==> config.mk <==
export PLATFORM = sky130hd
export DESIGN_NAME = prbs_gen_check_flat
export DESIGN_NICKNAME = d
export VERILOG_FILES = /design/src/rtl/prbs_gen_check_if.sv /design/src/rtl/prbs_gen_check.sv /design/src/flat_wrapper.sv
export SDC_FILE = /design/constraint.sdc
export NUM_CORES = 1
export LEC_CHECK = 0
export BUFFER_PORTS_ARGS = -buffer_cell sky130_fd_sc_hd__buf_2
export CORE_MARGIN = 1.5
export CORE_UTILIZATION = 56
export CTS_BUF_LIST = sky130_fd_sc_hd__clkbuf_8
export CTS_CLUSTER_DIAMETER = 120
export DETAILED_ROUTE_END_ITERATION = 7
export GPL_ROUTABILITY_DRIVEN = 1
export GPL_TIMING_DRIVEN = 0
export HOLD_SLACK_MARGIN = 0.08
export PLACE_DENSITY = 0.76
export SLEW_MARGIN = 25
export SYNTH_ARGS = -nofsm -noshare
export SYNTH_HDL_FRONTEND = slang
export SYNTH_SLANG_ARGS = --single-unit
==> constraint.sdc <==
create_clock -name clk -period 21.1 [get_ports clk]
set_input_delay 3.165 -clock clk [delete_from_list [all_inputs] [get_ports clk]]
set_output_delay 3.165 -clock clk [all_outputs]
set_load 0.05 [all_outputs]
==> src/rtl/prbs_gen_check_if.sv <==
// prbs_gen_check_if: control, generator and checker signals of prbs_gen_check
//   master: testbench / link-control side, slave: prbs_gen_check side
interface prbs_gen_check_if #(
    parameter int WORDWIDTH = 16,
    parameter int CNTWIDTH  = 16
);
    logic                 dis;
    logic                 load;
    logic [1:0]           mode;
    logic [30:0]          seed;
    logic [WORDWIDTH-1:0] prbs_out;
    logic                 prbs_valid;
    logic [WORDWIDTH-1:0] chk_data;
    logic                 chk_valid;
    logic                 err_clr;
    logic                 locked;
    logic                 err_flag;
    logic [CNTWIDTH-1:0]  err_count;

    modport master (
        output dis, load, mode, seed, chk_data, chk_valid, err_clr,
        input  prbs_out, prbs_valid, locked, err_flag, err_count
    );

    modport slave (
        input  dis, load, mode, seed, chk_data, chk_valid, err_clr,
        output prbs_out, prbs_valid, locked, err_flag, err_count
    );
endinterface

==> src/rtl/prbs_gen_check.sv <==
// prbs_gen_check: multi-polynomial PRBS word generator and self-synchronising checker
//   clk, reset      : rising-edge clock, synchronous active-high reset
//   bus.dis/load    : generator hold / reseed and checker restart
//   bus.mode/seed   : polynomial select (PRBS7/15/23/31) and seed, latched on reset/load
//   bus.prbs_out/_valid : generated word, bit 0 earliest
//   bus.chk_data/_valid : received word, bit 0 earliest
//   bus.err_clr     : clear error counter
//   bus.locked/err_flag/err_count : checker status
module prbs_gen_check #(
    parameter int WORDWIDTH  = 16,
    parameter int CNTWIDTH   = 16,
    parameter int LOCK_WORDS = 4,
    parameter int LOSS_WORDS = 4
) (
    input logic              clk,
    input logic              reset,
    prbs_gen_check_if.slave  bus
);
    localparam int HW = $clog2((LOCK_WORDS > LOSS_WORDS ? LOCK_WORDS : LOSS_WORDS) + 1);
    localparam int PW = $clog2(WORDWIDTH + 1);
    localparam int SW = (CNTWIDTH > PW ? CNTWIDTH : PW) + 1;

    typedef enum logic {HUNT, LOCKED} state_t;

    function automatic logic [4:0] poly_n(input logic [1:0] m);
        return m == 2'd0 ? 5'd7 : m == 2'd1 ? 5'd15 : m == 2'd2 ? 5'd23 : 5'd31;
    endfunction

    function automatic logic [4:0] poly_m(input logic [1:0] m);
        return m == 2'd0 ? 5'd6 : m == 2'd1 ? 5'd14 : m == 2'd2 ? 5'd18 : 5'd28;
    endfunction

    logic [1:0]           mode_q;
    logic [4:0]           gn, gm;
    logic [30:0]          seed_mask, seed_ld;
    logic [30:0]          r_q, r_d;
    logic [WORDWIDTH-1:0] prbs_out_q, prbs_out_d;
    logic                 prbs_valid_q;

    state_t               state_q;
    logic [HW-1:0]        hcnt_q;
    logic [30:0]          h_q, h_d;
    logic [6:0]           fill_q, fill_d;
    logic [WORDWIDTH-1:0] e;
    logic [PW-1:0]        pop;
    logic                 compared;
    logic [SW-1:0]        sum;
    logic [CNTWIDTH-1:0]  cnt_sat;
    logic                 count_en;
    logic                 locked_q, err_flag_q;
    logic [CNTWIDTH-1:0]  err_count_q;

    assign gn = poly_n(mode_q);
    assign gm = poly_m(mode_q);

    // Seed is taken with the incoming mode, since mode_q is latched on the same edge.
    always_comb begin
        seed_mask = 31'((32'd1 << poly_n(bus.mode)) - 32'd1);
        seed_ld   = (bus.seed & seed_mask) == '0 ? seed_mask : bus.seed & seed_mask;
    end

    // WORDWIDTH serial steps unrolled; bits at and above N stay zero through the shift.
    always_comb begin
        r_d        = r_q;
        prbs_out_d = '0;
        for (int i = 0; i < WORDWIDTH; i++) begin
            prbs_out_d[i] = r_d[0];
            r_d = {1'b0, r_d[30:1]} | ({30'd0, r_d[0] ^ r_d[gn - gm]} << (gn - 5'd1));
        end
    end

    always_ff @(posedge clk) begin
        if (reset) begin
            mode_q       <= bus.mode;
            r_q          <= seed_ld;
            prbs_out_q   <= '0;
            prbs_valid_q <= 1'b0;
        end else if (bus.load) begin
            mode_q       <= bus.mode;
            r_q          <= seed_ld;
            prbs_valid_q <= 1'b0;
        end else if (!bus.dis) begin
            r_q          <= r_d;
            prbs_out_q   <= prbs_out_d;
            prbs_valid_q <= 1'b1;
        end else begin
            prbs_valid_q <= 1'b0;
        end
    end

    // History h[i] is the bit received i+1 bits ago, so s[k-M] = h[M-1], s[k-N] = h[N-1].
    always_comb begin
        h_d = h_q;
        e   = '0;
        pop = '0;
        for (int i = 0; i < WORDWIDTH; i++) begin
            e[i] = bus.chk_data[i] ^ h_d[gm - 5'd1] ^ h_d[gn - 5'd1];
            h_d  = {h_d[29:0], bus.chk_data[i]};
            pop  = pop + PW'(e[i]);
        end
    end

    // A word is compared only when the full history existed before its first bit.
    assign compared = fill_q >= 7'(gn);
    assign fill_d   = compared ? fill_q : fill_q + 7'(WORDWIDTH);
    assign sum      = SW'(err_count_q) + SW'(pop);
    assign cnt_sat  = sum > SW'({CNTWIDTH{1'b1}}) ? '1 : sum[CNTWIDTH-1:0];
    assign count_en = !bus.load && bus.chk_valid && compared && state_q == LOCKED;

    always_ff @(posedge clk) begin
        if (reset) begin
            state_q     <= HUNT;
            hcnt_q      <= '0;
            h_q         <= '0;
            fill_q      <= '0;
            locked_q    <= 1'b0;
            err_flag_q  <= 1'b0;
            err_count_q <= '0;
        end else begin
            err_flag_q  <= 1'b0;
            err_count_q <= bus.err_clr ? '0 : count_en ? cnt_sat : err_count_q;
            if (bus.load) begin
                state_q  <= HUNT;
                hcnt_q   <= '0;
                h_q      <= '0;
                fill_q   <= '0;
                locked_q <= 1'b0;
            end else if (bus.chk_valid) begin
                h_q    <= h_d;
                fill_q <= fill_d;
                if (compared && state_q == HUNT) begin
                    if (pop != '0) begin
                        hcnt_q <= '0;
                    end else if (hcnt_q == HW'(LOCK_WORDS - 1)) begin
                        state_q  <= LOCKED;
                        locked_q <= 1'b1;
                        hcnt_q   <= '0;
                    end else begin
                        hcnt_q <= hcnt_q + HW'(1);
                    end
                end else if (compared) begin
                    err_flag_q <= pop != '0;
                    if (pop == '0) begin
                        hcnt_q <= '0;
                    end else if (hcnt_q == HW'(LOSS_WORDS - 1)) begin
                        state_q  <= HUNT;
                        locked_q <= 1'b0;
                        hcnt_q   <= '0;
                    end else begin
                        hcnt_q <= hcnt_q + HW'(1);
                    end
                end
            end
        end
    end

    assign bus.prbs_out   = prbs_out_q;
    assign bus.prbs_valid = prbs_valid_q;
    assign bus.locked     = locked_q;
    assign bus.err_flag   = err_flag_q;
    assign bus.err_count  = err_count_q;
endmodule

==> src/flat_wrapper.sv <==
// flat-port wrapper written by rule: the top's interface ports become plain ports
module prbs_gen_check_flat 
#(
    parameter int WORDWIDTH  = 16,
    parameter int CNTWIDTH   = 16,
    parameter int LOCK_WORDS = 4,
    parameter int LOSS_WORDS = 4
)
  (clk, reset, bus_dis, bus_load, bus_mode, bus_seed, bus_chk_data, bus_chk_valid, bus_err_clr, bus_prbs_out, bus_prbs_valid, bus_locked, bus_err_flag, bus_err_count);
  prbs_gen_check_if #(.WORDWIDTH(WORDWIDTH), .CNTWIDTH(CNTWIDTH)) bus_i ();
  input logic clk;
  input logic reset;
  input wire logic [$bits(bus_i.dis)-1:0] bus_dis;
  input wire logic [$bits(bus_i.load)-1:0] bus_load;
  input wire logic [$bits(bus_i.mode)-1:0] bus_mode;
  input wire logic [$bits(bus_i.seed)-1:0] bus_seed;
  input wire logic [$bits(bus_i.chk_data)-1:0] bus_chk_data;
  input wire logic [$bits(bus_i.chk_valid)-1:0] bus_chk_valid;
  input wire logic [$bits(bus_i.err_clr)-1:0] bus_err_clr;
  output wire logic [$bits(bus_i.prbs_out)-1:0] bus_prbs_out;
  output wire logic [$bits(bus_i.prbs_valid)-1:0] bus_prbs_valid;
  output wire logic [$bits(bus_i.locked)-1:0] bus_locked;
  output wire logic [$bits(bus_i.err_flag)-1:0] bus_err_flag;
  output wire logic [$bits(bus_i.err_count)-1:0] bus_err_count;
  assign bus_i.dis = bus_dis;
  assign bus_i.load = bus_load;
  assign bus_i.mode = bus_mode;
  assign bus_i.seed = bus_seed;
  assign bus_i.chk_data = bus_chk_data;
  assign bus_i.chk_valid = bus_chk_valid;
  assign bus_i.err_clr = bus_err_clr;
  assign bus_prbs_out = bus_i.prbs_out;
  assign bus_prbs_valid = bus_i.prbs_valid;
  assign bus_locked = bus_i.locked;
  assign bus_err_flag = bus_i.err_flag;
  assign bus_err_count = bus_i.err_count;
  prbs_gen_check #(.WORDWIDTH(WORDWIDTH), .CNTWIDTH(CNTWIDTH), .LOCK_WORDS(LOCK_WORDS), .LOSS_WORDS(LOSS_WORDS)) u_core (.clk(clk), .reset(reset), .bus(bus_i));
endmodule
==> flow_summary_export.csv, run 1 <==
group,metric,value,unit
routing,dr.first_iter.drc_count,598,
clock_tree,post_cts_buffers,0,
clock_tree,clockRootBuffer,"clkbuf_8",
worst_setup_path,crit_top_cell,"fa_1",
synth,avgSynthCellArea,9.90,um2
synth,synthCells,706,
final_layout,final_cell_mix,"buf_2, nor2_1, dfxtp_1, xnor2_1, mux2i_1",
placement,placed_area,7640,um2
clock_tree,cts_made_buffers,9,
hold_path,whs_path_depth,2,
sta,rsz0062_at_grt,"no",
placement,dp_cells,962,
die,rows,40,
sta,post-route-min-period,9030,ps
worst_setup_path,critPathMaxFanout,10,
clock_tree,cts_htree_levels,3,
hold_path,holdCritStartpoint,"u_core.bus.prbs_out[3]",
synth,syn_area,6990,um2
worst_setup_path,worst-path-buf-inv,3,
worst_setup_path,start_kind,"input pin",
routing,firstDrtPassIters,5,
power,p_leak,3.09,nW
clock_tree,cts_resized,0,
hold_path,min_path_type,"reg -> reg",
sta,finalClockSkew,9.05,ps
worst_setup_path,cp-end-kind,"register",
synth,ys_seq_elements,105,
synth,synth-main-ff-cell,"dfxtp_1",
hold_path,hold_end,"u_core.bus.prbs_out[3]",
final_layout,regArea,2430,um2
clock_tree,cts_tree,"built",
global_routing,overflow,0,
sta,finalCritPeriodShare,0.428,
clock_tree,postCtsHoldBufs,0,
sta,tns,0,ps
die,io_pins,90,
sta,finalHoldViolations,0,
clock_tree,clock_latency,380,ps
sta,worst_pin_slew,823,ps
die,die_h,115,um
global_routing,grt_max_degree,32,
worst_setup_path,required,21390,ps
clock_tree,cts_buffer_depth,2,
final_layout,n_antenna_cell,0,
routing,wl_per_cell,20.0,um
synth,synthArstFlopShare,0,
final_layout,layout_commonest_cell,"buf_2",
worst_setup_path,rrSetupSlack,13250,ps
outcome,status,"completed",
global_routing,grt_pass1_vias,6068,
worst_setup_path,cpMaxStageDelayCell,"fa_1",
worst_setup_path,critPathMaxStageDelay,550,ps
routing,drc,0,
final_layout,fin_nets,884,
worst_setup_path,reg2reg_to,"u_core.bus.err_count[7]",
sta,slew_headroom,0.451,
power,ir_drop,0.0743,mV
worst_setup_path,crit_family,"adder cells",
final_layout,multi_input_area,4240,um2
synth,synth_nets,785,
global_routing,antenna_found_initial,0,
synth,post-synth-top-area-cell,"dfxtp_1",
final_layout,post-route-util,0.650,
worst_setup_path,rr_worst_depth,23,
routing,dr_total_vias,6088,
placement,hpwl,14.7,mm
final_layout,drive_gt1_frac,0.214,
clock_tree,cts_sinks,105,
worst_setup_path,r2r-start,"u_core.mode_q[1]",
sta,drv_slew,0,
worst_setup_path,crit_path_cell_trace,"buf_2 -> mux4_2 -> xnor2_1 -> xnor2_1 -> fa_1 -> fa_1 -> fa_1 -> fa_1 -> inv_1 -> fa_1 -> fa_1 -> xnor2_1 -> ha_1 -> nor2b_1 -> o21a_1 -> o21a_1 -> o211ai_1 -> clkbuf_1 -> a21oi_1 -> o21a_1",
synth,synth.area.top_cells,"dfxtp_1, edfxtp_1, mux4_2, xnor2_1, mux2i_1",
die,initial_utilization,0.577,
final_layout,fin_area,7870,um2
synth,yosysTopAreaCellShare,0.206,
routing,ant_nets,0,
global_routing,track_usage,0.311,
synth,ys_seq_area_frac,0.348,
die,core,12100,um2
final_layout,fin_cells,978,
placement,place.gp.congestion,0.967,
worst_setup_path,crit_type,"in -> reg",
flow_run,cap_viol_max_count,0,
worst_setup_path,arrival,9320,ps
synth,synth-edff-count,33,
sta,fmax,0.111,GHz
global_routing,grt_pass1_wl,31.3,mm
final_layout,syn_to_final_growth,12.6,%
routing,wirelength,19.5,mm
synth,synth_cell_type_count,68,
clock_tree,cts.reportedPaths.clkPinSlew,100,ps
routing,routed_via_density,6.22,
sta,setup_violations,0,
synth,ys_warn_count,0,
placement,port_buffers,88,
final_layout,nFillCells,1025,
power,p_per_area,94.6,nW/um2
die,dieArea,13200,um2
die,die_w,115,um
## sequential cells by signal (all words and copies together), names as in the netlist
signal                 flops
u_core.fill_q              3
u_core.bus.prbs_valid      1
u_core.mode_q              2
u_core.bus.prbs_out       16
u_core.hcnt_q              3
u_core.bus.err_count      16
u_core.r_q                31
u_core.state_q             1
u_core.h_q                31
u_core.bus.err_flag        1
## worst max-delay path by stage
stage	end	startpoint	slack (ps)	depth (start not counted)
after detailed placement	u_core.bus.err_count[7]	bus_chk_data[0]	11700	20
after CTS	u_core.bus.err_count[7]	bus_chk_data[0]	12120	20
after floorplan	u_core.bus.err_count[7]	bus_chk_data[0]	12380	19
final	u_core.bus.err_count[7]	bus_chk_data[4]	12070	20
after global routing	u_core.bus.err_count[7]	bus_chk_data[4]	11800	20
after global placement	u_core.bus.err_count[7]	bus_chk_data[0]	11750	20
## per-layer routing
metal	routed length, um	track usage	vias to the layer above
met5	0	0	-
met3	1270	0.0593	47
met4	579	0.127	0
li1	-	-	2817
met2	9860	0.539	284
met1	7820	0.382	2940
## cell type report
type                       count  area share
buffer                        55      0.0313
clock inverter                 6      0.0116
tap                          168      0.0267
inverter                      18     0.00859
timing repair buffer          88      0.0560
multi-input combinational    528       0.539
clock buffer                  10      0.0175
sequential                   105       0.309
## synth_stat cells, types with 12 or more instances
library cell	n
nor2_1	83
dfxtp_1	72
xnor2_1	51
mux2i_1	42
a21oi_1	34
o21ai_0	34
edfxtp_1	33
mux4_2	32
clkbuf_1	29
nand2_1	29
xor2_1	22
buf_2	17
inv_1	17
nor3_1	15
ha_1	13
a211oi_1	12
o211ai_1	12
## logic make-up (layout without fill, tap and decap cells)
group | count (synthesis) | count (layout) | synth area share
adders and majority gates | 24 | 24 | 0.0548
DFF | 105 | 105 | 0.348
AOI/OAI and AO/OA | 171 | 171 | 0.169
and+or+nand+nor | 184 | 184 | 0.125
muxes | 75 | 75 | 0.165
buffers and inverters | 73 | 177 | 0.0449
xor gates and xnor gates | 74 | 74 | 0.0938
## worst register-to-register path, stage by stage, from the launching register on
cell and delay, ps:
edfxtp_1 330, buf_2 220, buf_2 310, buf_1 570
mux4_2 420, xnor2_1 230, xnor2_1 130, ha_1 350
fa_1 520, fa_1 520, fa_1 530, fa_1 550
inv_1 50, fa_1 450, fa_1 450, xnor2_1 160
ha_1 320, nor2b_1 150, o21a_1 180, o21a_1 210
o211ai_1 370, clkbuf_1 420, a21oi_1 150, o21a_1 180
## stage by stage
step | hold WS [ps] | setup WS, ps | power [W]
finish | 459 | 12070 | 0.000745
global route | 491 | 11800 | 0.000800
global placement | 447 | 11750 | 0.000584
floorplan | 448 | 12380 | 0.000513
detailed placement | 448 | 11700 | 0.000601
CTS | 462 | 12120 | 0.000744
## power by group
group          leakage, nW  internal [W]  switching [W]
combinational         2.03      0.000158       0.000215
clock                0.116     0.0000705      0.0000725
sequential           0.945      0.000221     0.00000784
(Power assumes the default switching activity.)
==> run 2: changes to the inputs <==
--- a/config.mk
+++ b/config.mk
@@ -7,14 +7,14 @@
 export LEC_CHECK = 0
 export BUFFER_PORTS_ARGS = -buffer_cell sky130_fd_sc_hd__buf_2
 export CORE_MARGIN = 1.5
-export CORE_UTILIZATION = 56
+export CORE_UTILIZATION = 55
 export CTS_BUF_LIST = sky130_fd_sc_hd__clkbuf_8
 export CTS_CLUSTER_DIAMETER = 120
 export DETAILED_ROUTE_END_ITERATION = 7
 export GPL_ROUTABILITY_DRIVEN = 1
 export GPL_TIMING_DRIVEN = 0
 export HOLD_SLACK_MARGIN = 0.08
-export PLACE_DENSITY = 0.76
+export PLACE_DENSITY = 0.77
 export SLEW_MARGIN = 25
 export SYNTH_ARGS = -nofsm -noshare
 export SYNTH_HDL_FRONTEND = slang
==> constraint.sdc (replaced) <==
create_clock -name clk -period 8.2 [get_ports clk]
set_input_delay 1.23 -clock clk [delete_from_list [all_inputs] [get_ports clk]]
set_output_delay 1.23 -clock clk [all_outputs]
set_load 0.05 [all_outputs]
==> run 2 against run 1 <==
Against the previous run:
- clock power up 150%
- largest cell class unchanged
- sequential cell count unchanged
- clock-buffer cell count up 1
==> flow_summary_export.csv, run 2 (same netlist as run 1, synthesis figures left out) <==
group,metric,value,unit
outcome,status,"completed",
clock_tree,cts_htree_levels,3,
final_layout,layout_commonest_cell,"buf_2",
final_layout,syn_to_final_growth,12.4,%
placement,port_buffers,88,
power,p_per_area,242,nW/um2
final_layout,nFillCells,1072,
die,die_w,116,um
routing,firstDrtPassIters,5,
sta,fmax,0.130,GHz
sta,fin_hold_ws,462,ps
worst_setup_path,crit_top_cell,"fa_1",
final_layout,n_antenna_cell,0,
final_layout,multi_input_area,4240,um2
power,ir_drop,0.196,mV
routing,wl_per_cell,20.5,um
sta,slew_headroom,0.432,
power,p_leak,3.09,nW
routing,dr_total_vias,6186,
clock_tree,cts.reportedPaths.clkPinSlew,100,ps
clock_tree,cts_tree,"built",
global_routing,antenna_found_initial,0,
routing,routed_via_density,6.33,
global_routing,track_usage,0.311,
placement,place.gp.congestion,0.977,
global_routing,grt_pass1_vias,6046,
power,power_frac_comb,0.505,
sta,finalClockSkew,11.7,ps
worst_setup_path,start_kind,"register",
die,rows,40,
placement,hpwl,14.7,mm
power,clkPwrFrac,0.186,
final_layout,regArea,2430,um2
die,die_h,116,um
power,finalPower,0.00190,W
sta,post-route-min-period,7670,ps
routing,wirelength,20.1,mm
worst_setup_path,required,8490,ps
final_layout,reg_top3,"u_core.h_q: 31 flops, u_core.r_q: 31 flops",
routing,ant_nets,0,
final_layout,fin_nets,884,
clock_tree,cts_made_buffers,9,
final_layout,fin_area,7860,um2
clock_tree,clock_latency,400,ps
power,internal-power,0.00113,W
global_routing,overflow,0,
clock_tree,cts_sinks,105,
hold_path,min_path_type,"reg -> reg",
worst_setup_path,cpMaxStageDelayCell,"fa_1",
worst_setup_path,critPathMaxFanout,10,
global_routing,grt_pass1_wl,31.7,mm
power,switchingPower,0.000765,W
routing,drc,0,
clock_tree,clockRootBuffer,"clkbuf_8",
routing,dr.first_iter.drc_count,592,
sta,tns,0,ps
die,initial_utilization,0.572,
power,switching_share,0.403,
final_layout,drive_gt1_frac,0.215,
worst_setup_path,crit_path_cell_trace,"buf_2 -> buf_2 -> clkbuf_1 -> mux4_2 -> xnor2_1 -> ha_1 -> fa_1 -> fa_1 -> fa_1 -> fa_1 -> inv_1 -> fa_1 -> fa_1 -> xnor2_1 -> ha_1 -> nor2b_1 -> o21a_1 -> o21a_1 -> o211ai_1 -> clkbuf_1 -> a21oi_1 -> o21a_1",
worst_setup_path,arrival,7960,ps
die,io_pins,90,
sta,finalHoldViolations,0,
die,dieArea,13400,um2
sta,worst_pin_slew,852,ps
sta,rsz0062_at_grt,"no",
die,core,12200,um2
placement,placed_area,7640,um2
sta,drv_slew,0,
sta,finalCritPeriodShare,0.936,
global_routing,grt_max_degree,32,
worst_setup_path,cp-end-kind,"register",
worst_setup_path,critPathMaxStageDelay,540,ps
sta,setup_violations,0,
final_layout,final_cell_mix,"buf_2, nor2_1, dfxtp_1, xnor2_1, mux2i_1",
clock_tree,postCtsHoldBufs,0,
flow_run,cap_viol_max_count,0,
power,power_frac_seq,0.309,
worst_setup_path,crit_type,"reg -> reg",
clock_tree,cts_buffer_depth,2,
==> run 2: layout make-up <==
| cell class | count | share of cell area |
|---|---|---|
| plain buffers | 55 | 0.0315 |
| clock buffers | 11 | 0.0193 |
| well taps | 168 | 0.0268 |
| flip-flops and latches | 105 | 0.310 |
| inverters | 18 | 0.00860 |
| multi-input cells | 528 | 0.540 |
| clock inverters | 5 | 0.00781 |
| repair buffers | 88 | 0.0561 |
==> run 2: what timing repair did <==
action                     CTS  global route
resized for setup            0             1
setup endpoints to repair    0             1
setup buffers                0             0
==> run 2: power by group through the flow <==
stage | combinational, W | sequential, W | clock, W
floorplan | 0.000708 | 0.000611 | 0
global placement | 0.000910 | 0.000598 | 0
detailed placement | 0.000948 | 0.000598 | 0
CTS | 0.000954 | 0.000587 | 0.000357
global route | 0.00106 | 0.000590 | 0.000374
finish | 0.000959 | 0.000588 | 0.000353
==> run 2: path summary, 6_finish.rpt <==
kind,start,to,slack (ps),depth (start not counted)
max,u_core.mode_q[1],u_core.bus.err_count[7],530,22
min,u_core.bus.prbs_out[4],u_core.bus.prbs_out[4],460,2
max reg2reg,u_core.mode_q[1],u_core.bus.err_count[7],530,22
min reg2reg,u_core.bus.prbs_out[4],u_core.bus.prbs_out[4],460,2
==> run 2: critical path, delay by kind of cell, from the launching register on <==
family | cells | cell delay (ps)
AOI/OAI and AO/OA | 5 | 1090
buffers and inverters | 5 | 1540
DFF | 1 | 340
and+or+nand+nor | 1 | 140
adders and majority gates | 8 | 3630
muxes | 1 | 420
xor gates and xnor gates | 2 | 410
==> run 2: through the flow <==
stage                     instances  setup slack, ps   util
final                           978              528  0.643
after global routing            978              119  0.643
after CTS                       978              380  0.643
after detailed placement        962              466  0.626
after global placement          962              540  0.626
after floorplan                 706             1340      -
==> run 2: per-layer routing <==
| metal | track usage | wire length, um | up-vias |
|---|---|---|---|
| met4 | 0.154 | 795 | 0 |
| met5 | 0 | 0 | - |
| met3 | 0.0450 | 1340 | 65 |
| met1 | 0.390 | 8070 | 3007 |
| li1 | - | - | 2802 |
| met2 | 0.528 | 9880 | 312 |
